<file path="src/rtl/midi_in_framer.sv">
// midi_in_framer: turns raw UART MIDI bytes into the decoder's framed stream
//   (registered status, data-byte index, data byte, byteready strobe held HOLD_CYCLES).
// Latency: rx_valid while idle -> byteready and outputs valid on the next clock.
// Backpressure: none upstream; a one-entry pending buffer absorbs a byte while a strobe
//   or its frozen gap is in progress, and a further byte is dropped with overrun_err set.
// Ports: CLOCK_25 clock, iRST async active-high reset, rx_valid/rx_byte from the UART,
//   byteready/cur_status/midi_bytes/databyte to the decoder, sticky overrun_err/orphan_err.
// Build option MIDI_CHANNEL_FILTER_EN: adds channel_sel[3:0]; channel messages whose
//   channel differs are swallowed silently. Without it all channels pass.
module midi_in_framer #(
    parameter int HOLD_CYCLES = 2,
    parameter int GAP_CYCLES  = 4
) (
    input  logic       CLOCK_25,
    input  logic       iRST,
`ifdef MIDI_CHANNEL_FILTER_EN
    input  logic [3:0] channel_sel,
`endif
    input  logic       rx_valid,
    input  logic [7:0] rx_byte,
    output logic       byteready,
    output logic [7:0] cur_status,
    output logic [7:0] midi_bytes,
    output logic [7:0] databyte,
    output logic       overrun_err,
    output logic       orphan_err
);
    typedef enum logic [1:0] {IDLE, PULSE, GAP} state_t;

    typedef struct packed {
        logic [7:0] status;
        logic [7:0] count;
        logic [7:0] data;
    } frame_t;

    state_t      state, state_nxt;
    logic [15:0] cnt, cnt_nxt;

    // Running classification state, advanced when a byte is accepted.
    logic [7:0] cls_status, cls_cnt;
    logic       cls_vld, cls_filt;
    logic [7:0] n_status, n_cnt, inc;
    logic       n_vld, n_filt;
    logic       c_emit, c_orphan, c_upd, chan_pass;
    frame_t     cls_frame, pend, load_frame;
    logic       pend_full;

    logic emit_req, gap_done, hold_done, take_direct, to_pend, overrun, upd;
    logic load_new, load_pend;

    // Data bytes that complete a system-common message.
    function automatic logic [7:0] sys_len(input logic [7:0] s);
        case (s)
            8'hF1, 8'hF3: return 8'd1;
            8'hF2:        return 8'd2;
            default:      return 8'd0;
        endcase
    endfunction

    always_comb begin
        c_emit    = 1'b0;
        c_orphan  = 1'b0;
        c_upd     = 1'b0;
        n_status  = cls_status;
        n_vld     = cls_vld;
        n_cnt     = cls_cnt;
        n_filt    = cls_filt;
        inc       = cls_cnt + 8'd1;
`ifdef MIDI_CHANNEL_FILTER_EN
        chan_pass = (rx_byte[3:0] == channel_sel);
`else
        chan_pass = 1'b1;
`endif
        if (rx_byte[7]) begin
            // Real-time bytes (F8-FF) fall through untouched.
            if (rx_byte[7:3] != 5'b11111) begin
                c_upd  = 1'b1;
                c_emit = 1'b1;
                n_cnt  = 8'h00;
                n_filt = 1'b0;
                if (rx_byte < 8'hF0) begin
                    n_status = rx_byte;
                    n_vld    = 1'b1;
                    n_filt   = !chan_pass;
                    c_emit   = chan_pass;
                end else if (rx_byte == 8'hF7) begin
                    // End of sysex keeps the reported status but ends running status.
                    n_vld = 1'b0;
                end else begin
                    n_status = rx_byte;
                    n_vld    = (rx_byte == 8'hF0) || (sys_len(rx_byte) != 8'd0);
                end
            end
        end else if (!cls_vld) begin
            c_orphan = 1'b1;
        end else if (!cls_filt) begin
            c_upd  = 1'b1;
            c_emit = 1'b1;
            case (cls_status[7:4])
                4'hC, 4'hD: n_cnt = 8'd1;
                4'hF: begin
                    if (cls_status == 8'hF0) begin
                        n_cnt = (cls_cnt == 8'hFF) ? 8'hFF : inc;
                    end else begin
                        n_cnt = inc;
                        if (inc == sys_len(cls_status)) n_vld = 1'b0;
                    end
                end
                // Two-byte channel messages: wrap FE -> 1 keeps odd/even pairing.
                default: n_cnt = (cls_cnt == 8'hFE) ? 8'd1 : inc;
            endcase
        end
        cls_frame.status = n_status;
        cls_frame.count  = n_cnt;
        cls_frame.data   = rx_byte;
    end

    assign emit_req    = rx_valid && c_emit;
    assign hold_done   = (state == PULSE) && (cnt == 16'(HOLD_CYCLES - 1));
    assign gap_done    = (state == GAP) && (cnt == 16'(GAP_CYCLES - 1));
    assign take_direct = emit_req && ((state == IDLE) || (gap_done && !pend_full));
    // At gap completion the buffered byte leaves, so a full buffer can still accept.
    assign to_pend     = emit_req && !take_direct && (!pend_full || gap_done);
    assign overrun     = emit_req && pend_full && !gap_done;
    assign upd         = rx_valid && c_upd && (!c_emit || take_direct || to_pend);

    always_comb begin
        state_nxt = state;
        cnt_nxt   = cnt;
        load_new  = 1'b0;
        load_pend = 1'b0;
        case (state)
            IDLE: begin
                if (take_direct) begin
                    load_new  = 1'b1;
                    state_nxt = PULSE;
                    cnt_nxt   = '0;
                end
            end
            PULSE: begin
                if (hold_done) begin
                    state_nxt = GAP;
                    cnt_nxt   = '0;
                end else begin
                    cnt_nxt = cnt + 16'd1;
                end
            end
            GAP: begin
                if (gap_done) begin
                    cnt_nxt = '0;
                    if (pend_full) begin
                        load_pend = 1'b1;
                        state_nxt = PULSE;
                    end else if (take_direct) begin
                        load_new  = 1'b1;
                        state_nxt = PULSE;
                    end else begin
                        state_nxt = IDLE;
                    end
                end else begin
                    cnt_nxt = cnt + 16'd1;
                end
            end
            default: begin
                state_nxt = IDLE;
                cnt_nxt   = '0;
            end
        endcase
        load_frame = load_pend ? pend : cls_frame;
    end

    always_ff @(posedge CLOCK_25 or posedge iRST) begin
        if (iRST) begin
            state      <= IDLE;
            cnt        <= '0;
            byteready  <= 1'b0;
            cur_status <= 8'h00;
            midi_bytes <= 8'h00;
            databyte   <= 8'h00;
        end else begin
            state     <= state_nxt;
            cnt       <= cnt_nxt;
            byteready <= (state_nxt == PULSE);
            if (load_new || load_pend) begin
                cur_status <= load_frame.status;
                midi_bytes <= load_frame.count;
                databyte   <= load_frame.data;
            end
        end
    end

    always_ff @(posedge CLOCK_25 or posedge iRST) begin
        if (iRST) begin
            cls_status  <= 8'h00;
            cls_cnt     <= 8'h00;
            cls_vld     <= 1'b0;
            cls_filt    <= 1'b0;
            pend        <= '0;
            pend_full   <= 1'b0;
            overrun_err <= 1'b0;
            orphan_err  <= 1'b0;
        end else begin
            if (upd) begin
                cls_status <= n_status;
                cls_cnt    <= n_cnt;
                cls_vld    <= n_vld;
                cls_filt   <= n_filt;
            end
            if (to_pend) begin
                pend      <= cls_frame;
                pend_full <= 1'b1;
            end else if (load_pend) begin
                pend_full <= 1'b0;
            end
            if (overrun) overrun_err <= 1'b1;
            if (rx_valid && c_orphan) orphan_err <= 1'b1;
        end
    end
endmodule

</file>
<file path="config.mk">
export PLATFORM = sky130hd
export DESIGN_NAME = midi_in_framer
export DESIGN_NICKNAME = d
export VERILOG_FILES = /design/src/rtl/midi_in_framer.sv
export SDC_FILE = /design/constraint.sdc
export NUM_CORES = 1
export LEC_CHECK = 0
export ABC_AREA = 1
export BUFFER_PORTS_ARGS = -buffer_cell sky130_fd_sc_hd__buf_2
export CAP_MARGIN = 20
export CORE_AREA = 2 2 94 96
export CTS_BUF_LIST = sky130_fd_sc_hd__clkbuf_8
export DETAILED_ROUTE_END_ITERATION = 6
export DIE_AREA = 0 0 96 98
export PLACE_DENSITY = 0.84
export SLEW_MARGIN = 40
export SYNTH_ARGS = -nofsm -noshare
export SYNTH_HDL_FRONTEND = slang
export SYNTH_SLANG_ARGS = --single-unit
</file>
<file path="constraint.sdc">
create_clock -name CLOCK_25 -period 8.8 [get_ports CLOCK_25]
set_input_delay 1.76 -clock CLOCK_25 [delete_from_list [all_inputs] [get_ports CLOCK_25]]
set_output_delay 1.76 -clock CLOCK_25 [all_outputs]
set_load 0.01 [all_outputs]
</file>
==> results of run 1 <==
how the worst max path moves through the flow:
stage / start / endpoint / slack [ns]
after floorplan: iRST / byteready$_DFF_PP0_ / 4.79
after CTS: rx_byte[7] / cnt[9]$_DFFE_PP0P_ / 5.26
after global routing: rx_byte[7] / cnt[8]$_DFFE_PP0P_ / 5.07
after detailed placement: rx_byte[7] / cnt[9]$_DFFE_PP0P_ / 4.87
final: rx_byte[7] / cnt[11]$_DFFE_PP0P_ / 5.30
after global placement: rx_byte[7] / cnt[7]$_DFFE_PP0P_ / 4.99
worst min-delay path, delay by kind of cell, from the launching register on:
| kind | cells | cell delay (ns) |
|---|---|---|
| AND/OR/NAND/NOR | 2 | 0.10 |
| flip-flops | 1 | 0.35 |
flip-flops by register name, indices dropped and copies added (netlist names), 2 cells and up:
name / flops
cur_status: 8
cnt: 16
midi_bytes: 8
state: 2
pend: 24
databyte: 8
cls_cnt: 8
cls_status: 8
cell families after synthesis:
| group | count (synthesis) | share of synthesized area |
|---|---|---|
| xor+xnor | 5 | 0.00886 |
| compound gates | 78 | 0.0871 |
| simple gates | 406 | 0.361 |
| fa+ha+maj | 8 | 0.0202 |
| flops | 87 | 0.440 |
| buf+inv | 89 | 0.0828 |
synth_stat cells, types with 2 or more instances:
library cell,count
nand4_4,2
o31ai_1,3
nand3_1,28
buf_4,3
o21ai_1,23
xor2_1,5
nor2_4,5
inv_1,68
nor2_1,57
nor3_1,5
buf_2,5
o21ai_0,31
nor2_2,2
inv_4,2
buf_6,7
inv_2,3
dfrtp_1,87
ha_1,8
o22ai_1,2
nand2_2,9
a21oi_1,12
nand4_1,8
nand3_2,5
nand2_4,2
o21bai_1,3
nand2_1,279
power breakdown:
group          total [mW]  switching [mW]  internal [mW]
sequential          0.595          0.0794          0.515
combinational       0.557           0.374          0.183
clock               0.288           0.157          0.132
total                1.44           0.611          0.829
per-layer routing:
metal / up-vias / share of wire / wire length (um)
li1: 2171 / - / -
met2: 103 / 0.49 / 5380
met3: 18 / 0.040 / 441
met1: 2064 / 0.45 / 4860
met4: 0 / 0.020 / 217
met5: - / 0 / 0
stage by stage:
step | hold WS (ns) | power, mW | instance area (sq um)
after CTS | 0.484 | 1.44 | 5340
after detailed placement | 0.460 | 1.16 | 5150
after global placement | 0.455 | 1.14 | 5150
after floorplan | 0.449 | 1.01 | 4940
after global routing | 0.506 | 1.56 | 5350
final | 0.480 | 1.44 | 5350
area by class of cell:
type	count	area, sq um
well taps	108	135
multi-input cells	497	2360
clock buffers	9	124
flip-flops and latches	87	2180
clock inverters	6	70.1
fillers	759	3120
inverters	74	284
repair buffers	38	199
==> flow_metrics.tcl, run 1 <==
set metrics [dict create \
    crit_arrival_ns 3.73 \
    grt-ovfl-total 0 \
    finClkSkew_ns 0.0168 \
    vias_per_cell 5.32 \
    drt_first_pass_iters 5 \
    syn_avg_cell_area_sq_um 7.35 \
    core-area_sq_mm 0.00847 \
    initial_core_util 0.584 \
    setup-violations-final 0 \
    fin_crit_sh 0.398 \
    path_delay_family "simple AND/OR/NAND/NOR gates" \
    path_clk_slew_ns 0.09 \
    routabilityCongestion 0.906 \
    synth_top_area_frac 0.440 \
    die_area_sq_mm 0.00941 \
    ys_seq_area_frac 0.440 \
    cp_num_buf_inv 2 \
    ff2ff_setup_slack_ns 6.56 \
    grt_pass1_wl_um 18900 \
    status "finished clean" \
    slowest_delay_ns 0.59 \
    grt.busiest_layer "met2" \
    cts_tree "done" \
    routedWlPerCell_um 13.3 \
    p_per_area_mw_per_mm2 269 \
    finalWorstSetupSlack_ns 5.30 \
    path_class "in2reg" \
    synth_area_sq_mm 0.00494 \
    syn_inst 673 \
    relSlewSlack 0.537 \
    cp_cell_sequence "buf_2 > nand2_1 > nor2_4 > nand2_2 > nand2_2 > nand2_1 > inv_1 > nor2_1 > nor2_1" \
    gr-usage-met3 0.0424 \
    synth_area_leaders "dfrtp_1 44%, nand2_1 21%, inv_1 5.2%" \
    hold_violations 0 \
    rr_startpoint "state[0]$_DFF_PP0_" \
    port-buffer-count 37 \
    synthFlopType "dfrtp_1" \
    numClockSinks 87 \
    clk_latency_ns 0.37 \
    ir_drop_mv 0.104 \
    fin_tns_setup_ns 0 \
    min_to "cur_status[0]$_DFFE_PP0P_" \
    clock_path_buffers 2 \
    cp_data_required_time_ns 9.03 \
    synthToLayoutAreaGrowth_pct 8.15 \
    rsz0062_at_grt "false" \
    min_period_ns 3.50 \
    synth_nets 692 \
    num-nets-final 726 \
    grt_pass1_vias 4207 \
    clockRootBuffer "clkbuf_8" \
    ant_nets 0 \
    route.detailed.drc 0 \
    synth-edff-count 0 \
    h-tree-depth 3 \
    drt-initial-drc-count 212 \
    synth.distinct_cells 35 \
    io_pins 38 \
    dieWidth_um 96 \
    track_usage 0.252 \
    dpl.cell_count 804 \
    post-route-util 0.632 \
    synth_top_cell_by_area "dfrtp_1" \
    place_hpwl_um 7900 \
    layout_common_cells "279 x nand2_1, 87 x dfrtp_1, 67 x inv_1" \
    synth-seq-cells 87 \
    dp_slack_ns 4.87 \
    grt_max_degree 88 \
    cts_buffers 9 \
    yosys_warnings 0 \
    routed_wirelength_um 10900 \
    post-cts-setup-buffer-count 0 \
    antenna_cells 0 \
    reg2reg_depth 6 \
    drive_gt1_frac 0.127 \
    async_reset_ff_frac 1.00 \
    num_vias 4356 \
    holdCritPathClass "reg2reg" \
    worstHoldPathCells 2 \
    hp-start "cur_status[0]$_DFFE_PP0P_" \
    slowest_stage "nor2_1" \
    critPathLaunchType "input pin" \
    max_freq_mhz 285 \
    hold_buffers 0 \
    drv_cap 0 \
    worst-path-stages 9 \
    rows 34 \
    cts_resized 0 \
    stdcell_count 819 \
    final_common_cell "nand2_1" \
    worst_slew_pin_slew_ns 0.695 \
    use_met1 0.320 \
    leakage_nw 2.82 \
    r2r_end "cnt[11]$_DFFE_PP0P_" \
    die_height_um 98 \
    finalMaxSlewViolations 0 \
    end_kind "flip-flop" \
    antenna_found_initial 0 \
    crit_fanout 12 \
    use_met2 0.422 \
]
No activity file was read; power rests on OpenSTA's default activity.
==> run 2, diff against run 1 <==
==> constraint.sdc (replaced) <==
create_clock -name CLOCK_25 -period 3.5 [get_ports CLOCK_25]
set_input_delay 0.7 -clock CLOCK_25 [delete_from_list [all_inputs] [get_ports CLOCK_25]]
set_output_delay 0.7 -clock CLOCK_25 [all_outputs]
set_load 0.01 [all_outputs]
==> run 2 against run 1 <==
- routed wire length rose by 2.6%
- global-route usage rose by 0.70 points
- sequential power rose to 2.5 times the previous value
- die area did not move
- non-clock buffer count rose by 1
- flip-flop and latch count did not move
- sequential share of layout area fell by 0.27 points
==> flow_metrics.tcl, run 2 (synthesis results as in run 1) <==
set metrics [dict create \
    io_pins 38 \
    drt-initial-drc-count 221 \
    critPathLaunchType "input pin" \
    end_kind "flip-flop" \
    die_area_sq_mm 0.00941 \
    use_met1 0.342 \
    drive_gt1_frac 0.129 \
    crit_arrival_ns 2.65 \
    largest-register "pend" \
    grt_max_degree 44 \
    cts_tree "done" \
    core-area_sq_mm 0.00847 \
    fin_tns_setup_ns 0 \
    die_height_um 98 \
    worst_slew_pin_slew_ns 0.651 \
    dieWidth_um 96 \
    ir_drop_mv 0.271 \
    initial_core_util 0.584 \
    numClockSinks 87 \
    cp_data_required_time_ns 3.71 \
    p_per_area_mw_per_mm2 689 \
    clockRootBuffer "clkbuf_8" \
    path_clk_slew_ns 0.10 \
    layout_common_cells "279 x nand2_1, 87 x dfrtp_1, 67 x inv_1" \
    rows 34 \
    routabilityCongestion 0.920 \
    antenna_cells 0 \
    antenna_found_initial 0 \
    grt.busiest_layer "met2" \
    num-nets-final 727 \
    largest_reg_flops 24 \
    min_period_ns 2.44 \
    route.detailed.drc 0 \
    h-tree-depth 3 \
    drv_cap 0 \
    setup-violations-final 0 \
    r2r_end "pend[6]$_DFFE_PP0P_" \
    grt_pass1_wl_um 19300 \
    rsz0062_at_grt "false" \
    drt_first_pass_iters 4 \
    place_hpwl_um 8270 \
    grt_pass1_vias 4318 \
    path_class "in2reg" \
    num_vias 4385 \
    ff2ff_setup_slack_ns 1.28 \
    vias_per_cell 5.34 \
    slowest_stage "nor2_1" \
    cts_resized 0 \
    final_common_cell "nand2_1" \
    cp_cell_sequence "buf_2 > nand2_1 > nor2_4 > nand2_2 > nand2_2 > nand2_1 > inv_1 > nor2_1 > nor2_1" \
    rr_startpoint "state[0]$_DFF_PP0_" \
    holdCritPathClass "in2async" \
    ant_nets 0 \
    clock_path_buffers 2 \
    reg2reg_depth 10 \
    use_met2 0.419 \
    fin_crit_sh 0.697 \
    finalMaxSlewViolations 0 \
    cp_num_buf_inv 2 \
    cts_buffers 9 \
    clk_latency_ns 0.36 \
    largestRegisters "pend (24), cnt (16)" \
    post-cts-setup-buffer-count 0 \
    routed_wirelength_um 11200 \
    hold_buffers 0 \
    leakage_nw 2.84 \
    status "finished clean" \
    dpl.cell_count 805 \
    crit_fanout 12 \
    stdcell_count 821 \
    slowest_delay_ns 0.57 \
    routedWlPerCell_um 13.6 \
    track_usage 0.259 \
    finClkSkew_ns 0.0159 \
    port-buffer-count 37 \
    synthToLayoutAreaGrowth_pct 8.88 \
    gr-usage-met3 0.0417 \
    hold_violations 0 \
    grt-ovfl-total 0 \
    fill_cells 728 \
    path_delay_family "simple AND/OR/NAND/NOR gates" \
    relSlewSlack 0.564 \
    max_freq_mhz 410 \
]
[run 2: changes by cell type in the layout (fill, tap and decap cells not counted), sizes merged]
cell      previous run  this run
clkinvlp             3         2
clkbuf              10         9
bufinv               1         2
inv                 74        75
buf                 37        39
[run 2: worst max path at each step]
stage | startpoint | end | cells after the start
after detailed placement | rx_byte[7] | cnt[7]$_DFFE_PP0P_ | 9
after global routing | rx_byte[7] | cnt[13]$_DFFE_PP0P_ | 9
final | rx_byte[7] | cnt[13]$_DFFE_PP0P_ | 9
after CTS | rx_byte[7] | cnt[13]$_DFFE_PP0P_ | 9
after global placement | rx_byte[7] | cnt[15]$_DFFE_PP0P_ | 9
after floorplan | iRST | byteready$_DFF_PP0_ | 1
[run 2: layer usage]
| metal | share of wire | up-vias |
|---|---|---|
| met2 | 0.48 | 128 |
| met3 | 0.039 | 27 |
| li1 | - | 2171 |
| met4 | 0.024 | 0 |
| met1 | 0.45 | 2059 |
| met5 | 0 | - |
[run 2: metrics by stage]
step,setup WS [ns],power [mW],cell area [sq um],hold WS [ns],utilization
2_1_floorplan,0.550,2.55,4940,0.449,-
3_3_place_gp,0.825,2.85,5150,0.455,0.609
3_5_place_dp,0.707,2.91,5150,0.460,0.609
4_1_cts,1.09,3.71,5380,0.454,0.636
5_1_grt,0.857,4.01,5380,0.420,0.636
6_report,1.06,3.71,5380,0.389,0.636
[run 2: layout make-up]
class                      count  area (sq um)  share of cell area
timing repair buffer          39           200              0.0372
tap                          108           135              0.0251
multi-input combinational    497          2360               0.438
clock buffer                   9           124              0.0230
inverter                      74           285              0.0530
sequential                    87          2180               0.404
clock inverter                 7           104              0.0193
[run 2: worst reg2reg max path: cells and delay by family (launching register included)]
family	cells	cell delay (ns)
adders and majority gates	1	0.22
and+or+nand+nor	6	0.95
DFF	1	0.41
AOI/OAI and AO/OA	1	0.09
buffers and inverters	2	0.48
[run 2: power by group]
group / internal (mW) / total [mW] / switching [mW] / leakage (nW)
clock: 0.411 / 0.804 / 0.393 / 0.108
combinational: 0.460 / 1.41 / 0.950 / 1.63
sequential: 1.30 / 1.49 / 0.198 / 1.10
==> run 3, diff against run 2 <==
==> constraint.sdc (replaced) <==
create_clock -name CLOCK_25 -period 2.26 [get_ports CLOCK_25]
set_input_delay 0.452 -clock CLOCK_25 [delete_from_list [all_inputs] [get_ports CLOCK_25]]
set_output_delay 0.452 -clock CLOCK_25 [all_outputs]
set_load 0.01 [all_outputs]
==> run 3 against run 2 <==
- die area unchanged
- global-route usage fell by 0.70 points
- combinational power rose by 60%
- final cell count is 0.73% higher
- worst hold slack worse by 0.23 ns
- via count increased by 1.3%
- critical path type is now reg2reg
==> flow_metrics.tcl, run 3 (synthesis results as in run 1) <==
set metrics [dict create \
    hold_violations 0 \
    place_hpwl_um 8200 \
    rsz0062_at_grt "false" \
    worst_slew_pin_slew_ns 0.632 \
    clk_latency_ns 0.37 \
    layout_common_cells "279 x nand2_1, 87 x dfrtp_1, 68 x inv_1" \
    path_clk_slew_ns 0.09 \
    routedWlPerCell_um 13.5 \
    port-buffer-count 37 \
    vias_per_cell 5.37 \
    grt-ovfl-total 0 \
    end_kind "flip-flop" \
    cts_buffers 9 \
    clockRootBuffer "clkbuf_8" \
    hold_buffers 0 \
    critPathLaunchType "flip-flop" \
    initial_core_util 0.584 \
    p_per_area_mw_per_mm2 1030 \
    leakage_nw 2.85 \
    drt_first_pass_iters 5 \
    largest-register "pend" \
    largest_reg_flops 24 \
    io_pins 38 \
    min_period_ns 2.05 \
    antenna_cells 0 \
    grt_pass1_vias 4107 \
    finalMaxSlewViolations 0 \
    stdcell_count 827 \
    grt_max_degree 41 \
    crit_arrival_ns 2.28 \
    drive_gt1_frac 0.136 \
    path_class "reg2reg" \
    cts_tree "done" \
    die_area_sq_mm 0.00941 \
    largestRegisters "pend (24), cnt (16)" \
    cp_data_required_time_ns 2.50 \
    status "finished clean" \
    max_freq_mhz 489 \
    num-nets-final 733 \
    dpl.cell_count 811 \
    ir_drop_mv 0.395 \
    antenna_found_initial 0 \
    relSlewSlack 0.577 \
    numClockSinks 87 \
    crit_fanout 7 \
    clock_path_buffers 2 \
    num_vias 4440 \
    h-tree-depth 3 \
    core-area_sq_mm 0.00847 \
    grt_pass1_wl_um 18800 \
    fin_crit_sh 0.905 \
    final_common_cell "nand2_1" \
    routed_wirelength_um 11100 \
    finClkSkew_ns 0.0132 \
    route.detailed.drc 0 \
    track_usage 0.252 \
    drt-initial-drc-count 307 \
    holdCritPathClass "in2async" \
    fin_tns_setup_ns 0 \
    synthToLayoutAreaGrowth_pct 9.44 \
    drv_cap 0 \
    routabilityCongestion 0.957 \
    ant_nets 0 \
    setup-violations-final 0 \
    rows 34 \
    die_height_um 98 \
    dieWidth_um 96 \
]
-- run 3: final cells by class --
class | instances | area, sq um
Multi-Input combinational cell | 497 | 2360
Fill cell | 713 | 3060
Clock buffer | 10 | 138
Clock inverter | 6 | 43.8
Tap cell | 108 | 135
Timing Repair Buffer | 45 | 270
Inverter | 74 | 287
Sequential cell | 87 | 2180
-- run 3: worst paths after layout --
check / startpoint / end / slack (ns) / cells past startpoint
setup / recovery: cls_cnt[0]$_DFFE_PP0P_ / cls_cnt[3]$_DFFE_PP0P_ / 0.21 / 11
hold / removal: iRST / byteready$_DFF_PP0_ / 0.16 / 2
setup reg to reg: cls_cnt[0]$_DFFE_PP0P_ / cls_cnt[3]$_DFFE_PP0P_ / 0.21 / 11
hold reg to reg: cur_status[3]$_DFFE_PP0P_ / cur_status[3]$_DFFE_PP0P_ / 0.47 / 2
max in group asynchronous: iRST / pend[14]$_DFFE_PP0P_ / 1.50 / 3
min in group CLOCK_25: rx_valid / orphan_err$_DFFE_PP0P_ / 0.33 / 2
-- run 3: power breakdown --
group | switching [mW] | internal (mW)
registers | 0.298 | 2.01
logic | 1.50 | 0.754
clock network | 0.593 | 0.433
-- run 3: layer usage --
| layer | vias up | GRT usage | wire length [um] | part of all wire |
|---|---|---|---|---|
| met5 | - | 0 | 0 | 0 |
| met3 | 24 | 0.0455 | 619 | 0.056 |
| met1 | 2063 | 0.327 | 4850 | 0.44 |
| li1 | 2187 | - | - | - |
| met2 | 166 | 0.407 | 5320 | 0.48 |
| met4 | 0 | 0.111 | 353 | 0.032 |
-- run 3: worst max-delay path: stages (launching register included) --
cell	delay [ns]
dfrtp_1	0.45
ha_1	0.26
nand2_1	0.12
nor2_1	0.08
nand2_1	0.08
nor2_1	0.04
nor2_1	0.35
nand2_1	0.11
nand2_1	0.07
o21ai_0	0.19
nand2_1	0.11
o21ai_1	0.06
-- run 3: metrics by stage --
stage / utilization / power [mW] / setup WS, ns / hold WS (ns) / area (sq um)
2_1_floorplan: - / 3.94 / 0.487 / 0.449 / 4950
3_3_place_gp: 0.617 / 4.46 / 0.187 / 0.450 / 5230
3_5_place_dp: 0.617 / 4.55 / 0.0697 / 0.454 / 5230
4_1_cts: 0.639 / 5.60 / 0.0453 / 0.174 / 5410
5_1_grt: 0.639 / 6.03 / 0.0327 / 0.188 / 5410
6_report: 0.639 / 5.58 / 0.214 / 0.157 / 5410
-- run 3: timing repair --
| action | in CTS | in global routing |
|---|---|---|
| gates resized for setup | 0 | 1 |
| setup buffers | 0 | 0 |
| setup endpoints to repair | 0 | 11 |
